### config.mk
export PLATFORM = sky130hd
export DESIGN_NAME = ex_mem_stage_flat
export DESIGN_NICKNAME = d
export VERILOG_FILES = /design/src/rtl/ex_mem_pkg.sv /design/src/rtl/ex_mem_if.sv /design/src/rtl/ex_mem_skid.sv /design/src/rtl/ex_mem_stage.sv /design/src/flat_wrapper.sv
export SDC_FILE = /design/constraint.sdc
export NUM_CORES = 1
export LEC_CHECK = 0
export CORE_MARGIN = 2
export CORE_UTILIZATION = 40
export DETAILED_ROUTE_END_ITERATION = 6
export PLACE_DENSITY = 0.62
export SYNTH_ARGS = -nofsm -noshare
export SYNTH_HDL_FRONTEND = slang
export SYNTH_SLANG_ARGS = --single-unit
export TNS_END_PERCENT = 1
### constraint.sdc
create_clock -name clock -period 3.6 [get_ports clock]
set_input_delay 0.36 -clock clock [delete_from_list [all_inputs] [get_ports clock]]
set_output_delay 0.36 -clock clock [all_outputs]
set_load 0.01 [all_outputs]
### src/rtl/ex_mem_pkg.sv
// Shared control types and field positions for the EX->MEM pipeline stage.
package ex_mem_pkg;

    // Bit positions inside the 3-bit {branch, mem_read, mem_write} control bus.
    localparam int MEM_BRANCH = 2;
    localparam int MEM_READ   = 1;
    localparam int MEM_WRITE  = 0;

    // Width of the write-back control field carried in ex_mem_ctrl_t.
    localparam int CTRL_WB_W  = 2;

    typedef struct packed {
        logic                 branch;
        logic                 mem_read;
        logic                 mem_write;
        logic [CTRL_WB_W-1:0] wb;
    } ex_mem_ctrl_t;

endpackage

### src/rtl/ex_mem_if.sv
// EX->MEM handshake bundle: upstream valid/ready with entry fields, downstream head view.
interface ex_mem_if #(
    parameter int DATA_W     = 32,
    parameter int REG_ADDR_W = 5,
    parameter int BR_ADDR_W  = 7,
    parameter int WB_W       = 2
);
    logic                  in_valid;
    logic                  in_ready;
    logic [DATA_W-1:0]     in_alu;
    logic [DATA_W-1:0]     in_write_data;
    logic [BR_ADDR_W-1:0]  in_br_addr;
    logic [REG_ADDR_W-1:0] in_rd;
    logic [WB_W-1:0]       in_wb;
    logic [2:0]            in_mem;
    logic                  in_zf;
    logic                  in_bne;

    logic                  out_valid;
    logic                  out_ready;
    logic [DATA_W-1:0]     out_alu;
    logic [DATA_W-1:0]     out_write_data;
    logic [BR_ADDR_W-1:0]  out_br_addr;
    logic [REG_ADDR_W-1:0] out_rd;
    logic [WB_W-1:0]       out_wb;
    logic                  out_mem_read;
    logic                  out_mem_write;
    logic                  out_branch_taken;

    modport master (
        output in_valid, in_alu, in_write_data, in_br_addr, in_rd, in_wb, in_mem,
               in_zf, in_bne, out_ready,
        input  in_ready, out_valid, out_alu, out_write_data, out_br_addr, out_rd,
               out_wb, out_mem_read, out_mem_write, out_branch_taken
    );

    modport slave (
        input  in_valid, in_alu, in_write_data, in_br_addr, in_rd, in_wb, in_mem,
               in_zf, in_bne, out_ready,
        output in_ready, out_valid, out_alu, out_write_data, out_br_addr, out_rd,
               out_wb, out_mem_read, out_mem_write, out_branch_taken
    );
endinterface

### src/rtl/ex_mem_skid.sv
// One pipeline entry: payload register plus valid bit; payload only moves on load_i.
module ex_mem_skid #(
    parameter int W = 8
) (
    input  logic         clock,
    input  logic         reset_n,
    input  logic         load_i,
    input  logic         vld_d_i,
    input  logic [W-1:0] d_i,
    output logic         vld_o,
    output logic [W-1:0] q_o
);
    logic         vld_q;
    logic [W-1:0] data_q;

    always_ff @(posedge clock or negedge reset_n) begin
        if (!reset_n) begin
            vld_q  <= 1'b0;
            data_q <= '0;
        end else begin
            vld_q <= vld_d_i;
            if (load_i) data_q <= d_i;
        end
    end

    assign vld_o = vld_q;
    assign q_o   = data_q;
endmodule

### src/rtl/ex_mem_stage.sv
// EX->MEM stage: 2-entry skid buffer (head + skid), registered in_ready, sync flush.
// Optional EX_MEM_PERF_EN adds saturating stall_cnt / flush_cnt outputs.
module ex_mem_stage
    import ex_mem_pkg::*;
#(
    parameter int DATA_W     = 32,
    parameter int REG_ADDR_W = 5,
    parameter int BR_ADDR_W  = 7,
    parameter int WB_W       = CTRL_WB_W
) (
    input  logic        clock,
    input  logic        reset_n,
    input  logic        flush,
    ex_mem_if.slave     bus
`ifdef EX_MEM_PERF_EN
    ,
    output logic [15:0] stall_cnt,
    output logic [15:0] flush_cnt
`endif
);
    typedef struct packed {
        logic [DATA_W-1:0]     alu;
        logic [DATA_W-1:0]     wdata;
        logic [BR_ADDR_W-1:0]  br_addr;
        logic [REG_ADDR_W-1:0] rd;
        ex_mem_ctrl_t          ctrl;
        logic                  taken;
    } entry_t;

    localparam int EW = $bits(entry_t);

    entry_t in_e, head_e, skid_e, head_d;
    logic   head_v, skid_v, head_vd, skid_vd;
    logic   head_ld, skid_ld, head_from_skid;
    logic   acc, pass;

    // Branch outcome is resolved once at capture so the head never re-evaluates flags.
    always_comb begin
        in_e            = '0;
        in_e.alu        = bus.in_alu;
        in_e.wdata      = bus.in_write_data;
        in_e.br_addr    = bus.in_br_addr;
        in_e.rd         = bus.in_rd;
        in_e.ctrl.branch    = bus.in_mem[MEM_BRANCH];
        in_e.ctrl.mem_read  = bus.in_mem[MEM_READ];
        in_e.ctrl.mem_write = bus.in_mem[MEM_WRITE];
        in_e.ctrl.wb        = bus.in_wb;
        in_e.taken      = bus.in_mem[MEM_BRANCH] & (bus.in_zf ^ bus.in_bne);
    end

    // in_ready is the inverted skid valid flop, so upstream sees no combinational path.
    assign acc  = bus.in_valid & ~skid_v;
    assign pass = head_v & bus.out_ready;

    always_comb begin
        head_ld        = 1'b0;
        skid_ld        = 1'b0;
        head_from_skid = 1'b0;
        head_vd        = head_v;
        skid_vd        = skid_v;
        if (flush) begin
            head_vd = 1'b0;
            skid_vd = 1'b0;
        end else if (skid_v) begin
            if (pass) begin
                head_ld        = 1'b1;
                head_from_skid = 1'b1;
                skid_vd        = 1'b0;
            end
        end else if (acc && (!head_v || pass)) begin
            head_ld = 1'b1;
            head_vd = 1'b1;
        end else if (acc) begin
            skid_ld = 1'b1;
            skid_vd = 1'b1;
        end else if (pass) begin
            head_vd = 1'b0;
        end
    end

    assign head_d = head_from_skid ? skid_e : in_e;

    ex_mem_skid #(.W(EW)) u_head (
        .clock   (clock),
        .reset_n (reset_n),
        .load_i  (head_ld),
        .vld_d_i (head_vd),
        .d_i     (head_d),
        .vld_o   (head_v),
        .q_o     (head_e)
    );

    ex_mem_skid #(.W(EW)) u_skid (
        .clock   (clock),
        .reset_n (reset_n),
        .load_i  (skid_ld),
        .vld_d_i (skid_vd),
        .d_i     (in_e),
        .vld_o   (skid_v),
        .q_o     (skid_e)
    );

    assign bus.in_ready         = ~skid_v;
    assign bus.out_valid        = head_v;
    assign bus.out_alu          = head_e.alu;
    assign bus.out_write_data   = head_e.wdata;
    assign bus.out_br_addr      = head_e.br_addr;
    assign bus.out_rd           = head_e.rd;
    assign bus.out_wb           = head_e.ctrl.wb;
    assign bus.out_mem_read     = head_v & head_e.ctrl.mem_read;
    assign bus.out_mem_write    = head_v & head_e.ctrl.mem_write;
    assign bus.out_branch_taken = head_v & head_e.ctrl.branch & head_e.taken;

`ifdef EX_MEM_PERF_EN
    logic [15:0] stall_cnt_q, flush_cnt_q;

    always_ff @(posedge clock or negedge reset_n) begin
        if (!reset_n) begin
            stall_cnt_q <= '0;
            flush_cnt_q <= '0;
        end else begin
            if (head_v && !bus.out_ready && stall_cnt_q != 16'hFFFF)
                stall_cnt_q <= stall_cnt_q + 16'd1;
            if (flush && flush_cnt_q != 16'hFFFF)
                flush_cnt_q <= flush_cnt_q + 16'd1;
        end
    end

    assign stall_cnt = stall_cnt_q;
    assign flush_cnt = flush_cnt_q;
`endif
endmodule
### src/flat_wrapper.sv
// flat-port wrapper written by rule: the top's interface ports become plain ports
module ex_mem_stage_flat import ex_mem_pkg::*;
#(
    parameter int DATA_W     = 32,
    parameter int REG_ADDR_W = 5,
    parameter int BR_ADDR_W  = 7,
    parameter int WB_W       = CTRL_WB_W
)
  (clock, reset_n, flush, bus_in_valid, bus_in_alu, bus_in_write_data, bus_in_br_addr, bus_in_rd, bus_in_wb, bus_in_mem, bus_in_zf, bus_in_bne, bus_out_ready, bus_in_ready, bus_out_valid, bus_out_alu, bus_out_write_data, bus_out_br_addr, bus_out_rd, bus_out_wb, bus_out_mem_read, bus_out_mem_write, bus_out_branch_taken);
  ex_mem_if #(.DATA_W(DATA_W), .REG_ADDR_W(REG_ADDR_W), .BR_ADDR_W(BR_ADDR_W), .WB_W(WB_W)) bus_i ();
  input  logic clock;
  input  logic reset_n;
  input  logic flush;
  input wire logic [$bits(bus_i.in_valid)-1:0] bus_in_valid;
  input wire logic [$bits(bus_i.in_alu)-1:0] bus_in_alu;
  input wire logic [$bits(bus_i.in_write_data)-1:0] bus_in_write_data;
  input wire logic [$bits(bus_i.in_br_addr)-1:0] bus_in_br_addr;
  input wire logic [$bits(bus_i.in_rd)-1:0] bus_in_rd;
  input wire logic [$bits(bus_i.in_wb)-1:0] bus_in_wb;
  input wire logic [$bits(bus_i.in_mem)-1:0] bus_in_mem;
  input wire logic [$bits(bus_i.in_zf)-1:0] bus_in_zf;
  input wire logic [$bits(bus_i.in_bne)-1:0] bus_in_bne;
  input wire logic [$bits(bus_i.out_ready)-1:0] bus_out_ready;
  output wire logic [$bits(bus_i.in_ready)-1:0] bus_in_ready;
  output wire logic [$bits(bus_i.out_valid)-1:0] bus_out_valid;
  output wire logic [$bits(bus_i.out_alu)-1:0] bus_out_alu;
  output wire logic [$bits(bus_i.out_write_data)-1:0] bus_out_write_data;
  output wire logic [$bits(bus_i.out_br_addr)-1:0] bus_out_br_addr;
  output wire logic [$bits(bus_i.out_rd)-1:0] bus_out_rd;
  output wire logic [$bits(bus_i.out_wb)-1:0] bus_out_wb;
  output wire logic [$bits(bus_i.out_mem_read)-1:0] bus_out_mem_read;
  output wire logic [$bits(bus_i.out_mem_write)-1:0] bus_out_mem_write;
  output wire logic [$bits(bus_i.out_branch_taken)-1:0] bus_out_branch_taken;
  assign bus_i.in_valid = bus_in_valid;
  assign bus_i.in_alu = bus_in_alu;
  assign bus_i.in_write_data = bus_in_write_data;
  assign bus_i.in_br_addr = bus_in_br_addr;
  assign bus_i.in_rd = bus_in_rd;
  assign bus_i.in_wb = bus_in_wb;
  assign bus_i.in_mem = bus_in_mem;
  assign bus_i.in_zf = bus_in_zf;
  assign bus_i.in_bne = bus_in_bne;
  assign bus_i.out_ready = bus_out_ready;
  assign bus_in_ready = bus_i.in_ready;
  assign bus_out_valid = bus_i.out_valid;
  assign bus_out_alu = bus_i.out_alu;
  assign bus_out_write_data = bus_i.out_write_data;
  assign bus_out_br_addr = bus_i.out_br_addr;
  assign bus_out_rd = bus_i.out_rd;
  assign bus_out_wb = bus_i.out_wb;
  assign bus_out_mem_read = bus_i.out_mem_read;
  assign bus_out_mem_write = bus_i.out_mem_write;
  assign bus_out_branch_taken = bus_i.out_branch_taken;
  ex_mem_stage #(.DATA_W(DATA_W), .REG_ADDR_W(REG_ADDR_W), .BR_ADDR_W(BR_ADDR_W), .WB_W(WB_W)) u_core (.clock(clock), .reset_n(reset_n), .flush(flush), .bus(bus_i));
endmodule
==> results.ini <==
[sta]
tightest_slew_ns=0.941
tns_ns=0
slew_viol_final=0
maxSlewHeadroom_pct=37.3
fin_skew_ns=0.0181
hold_viol=0
fmax_ghz=0.438
min_period_ns=2.28
period_share_pct=63.4
final-setup-viol-count=0
rsz0062_at_grt=false

[drt]
drtPass1Iterations=4
wl_per_cell_um=18.0
totalWireLength_um=19500
drtIter0Drc=350
viasPerCell=5.18
route.vias.total=5596
ant_nets=0
drc=0

[final_layout]
final_util_pct=49.4
drive_gt1_share_pct=17.4
instances_no_fill=1080
num-fill-cells=1830
num-nets-final=884
syn_to_final_growth_pct=20.5

[global_route]
track_usage_pct=18.3
grt_max_degree=102
grt_pass1_wl_um=31700
antenna_found_initial=1
overflow=0
grt_pass1_vias=5735

[logic_synthesis]
synth_top_area_cell=dfrtp_1
synth_top_area_share_pct=49.8
synth_edf_count=0
ys_top_cells_by_area=dfrtp_1 50%, mux2_4 14%, a31oi_1 12%
synth_cells=738
synth-seq-cells=166
async_flop_share_pct=100
synth_area_per_cell_um2=11.3
yosysMostFrequentCell=dfrtp_1
synthTopCellsByCount=166 x dfrtp_1, 164 x nand2_1, 154 x a31oi_1
netlist_area_um2=8340
synth_ff_type=dfrtp_1
yosysWarnings=0
synth_fp_nets=826
yosysSeqAreaShare_pct=49.8
synthDistinctLibCells=27

[die]
die-area_um2=22000
initial_core_util_pct=41.0
io_pins=171
die_h_um=148
die_w_um=148
core_um2=20400
rows=52

[critical_path]
arrival_ns=2.57
crit_type=reg -> reg
crit_required_ns=3.89
start_kind=register
cp-end-kind=register
crit_fanout=45

[clock_tree]
clkTransAtPathRegs_ns=0.07
cts_made_buffers=17
cts.sinks=166
clockBufferDepth=2
cts-root-buf=clkbuf_16
cts_tree=yes
cts-resized-gates=0
hold_buffers=0
clkLatencyLatePin_ns=0.43
postCtsSetupBuffers=0
htree_levels=4

[power_and_ir_drop]
ir_drop_mv=0.348
power.density_nw_per_um2=579
p_leak_nw=4.18

[status]
status=completed

[run]
max_cap_viol_count=0

[placed_design]
placed_cells=1047
gp_congestion=0.743
place_hpwl_um=11300
port_buffers=170

[min_path]
min_path_type=in -> async

## cell usage in the layout, fill, tap and decap left out, types with 2 or more instances in the layout
| cell type | n |
|---|---|
| bufinv_16 | 3 |
| nand2_1 | 164 |
| clkdlybuf4s50_1 | 169 |
| dfrtp_1 | 166 |
| inv_6 | 3 |
| a31oi_2 | 10 |
| a21oi_1 | 2 |
| and2_1 | 2 |
| mux2_4 | 80 |
| clkbuf_8 | 5 |
| buf_4 | 7 |
| nand2b_4 | 2 |
| clkbuf_16 | 17 |
| a31oi_1 | 154 |
| mux2_2 | 2 |
| inv_1 | 3 |
| buf_12 | 4 |
## final cells by class
class                   instances  area, µm²  area share [%]
repair buffers                181       1840            18.3
multi-input cells             426       3070            30.5
inverters                       4       15.0           0.149
well taps                     270        338            3.36
clock buffers                  23        498            4.95
clock inverters                 9        138            1.37
diodes                          1       2.50          0.0249
flip-flops and latches        166       4150            41.3
## metal layers
metal / global-route usage [%] / up-vias / wire length, µm
li1: - / 2638 / -
met1: 25.6 / 2783 / 8980
met2: 28.1 / 163 / 9030
met3: 5.55 / 12 / 1270
met4: 4.52 / 0 / 176
met5: 0 / - / 0
## worst paths after layout
| check | from | to | slack (ns) | cells after the start |
|---|---|---|---|---|
| hold reg to reg | u_core.u_skid.q_o[54] | u_core.u_skid.q_o[54] | 0.51 | 1 |
| hold / removal | reset_n | u_core.u_skid.q_o[8] | 0.03 | 1 |
| setup / recovery | u_core.u_head.vld_o | u_core.u_head.q_o[0] | 1.32 | 4 |
| max in group asynchronous | reset_n | u_core.u_skid.q_o[48] | 2.66 | 2 |
| min in group clock | u_core.u_skid.q_o[54] | u_core.u_skid.q_o[54] | 0.51 | 1 |
| setup reg to reg | u_core.u_head.vld_o | u_core.u_head.q_o[0] | 1.32 | 4 |
## power breakdown
group | switching (W) | internal [W]
Combinational | 0.000485 | 0.000828
Clock | 0.000764 | 0.00119
Sequential | 0.000252 | 0.00230
## worst max-delay path, stage by stage (launching register included)
cell and delay, ns:
dfrtp_1 0.58, mux2_4 0.53, and3_4 0.65, buf_12 0.28, a31oi_1 0.11
## kinds of logic (layout without fill, tap and decap cells)
group / Yosys count / after routing / synth area share, %
buffers and inverters: 146 / 217 / 13.6
and+or+nand+nor: 174 / 174 / 8.38
xor gates and xnor gates: 1 / 1 / 0.105
DFF: 166 / 166 / 49.8
other: 0 / 1 / 0
muxes: 83 / 83 / 14.8
AOI/OAI and AO/OA: 168 / 168 / 13.3
## per-stage QoR
step / total power (W) / hold slack, ns / setup slack [ns] / cell area, µm²
final: 0.00582 / 0.0314 / 1.32 / 10100
after CTS: 0.00586 / 0.0828 / 1.27 / 10000
after global routing: 0.00611 / 0.110 / 1.15 / 10000
after detailed placement: 0.00389 / 0.491 / 0.975 / 9410
after global placement: 0.00387 / 0.490 / 1.00 / 9410
after floorplan: 0.00350 / 0.0644 / 2.07 / 8340
## registers in the layout, indices dropped and copies added, names as in the netlist
| register | flops |
|---|---|
| u_core.u_head.q_o | 82 |
| u_core.u_head.vld_o | 1 |
| u_core.u_skid.q_o | 82 |
| u_core.u_skid.vld_o | 1 |
Note: power is estimated with default switching activity, not from simulation.
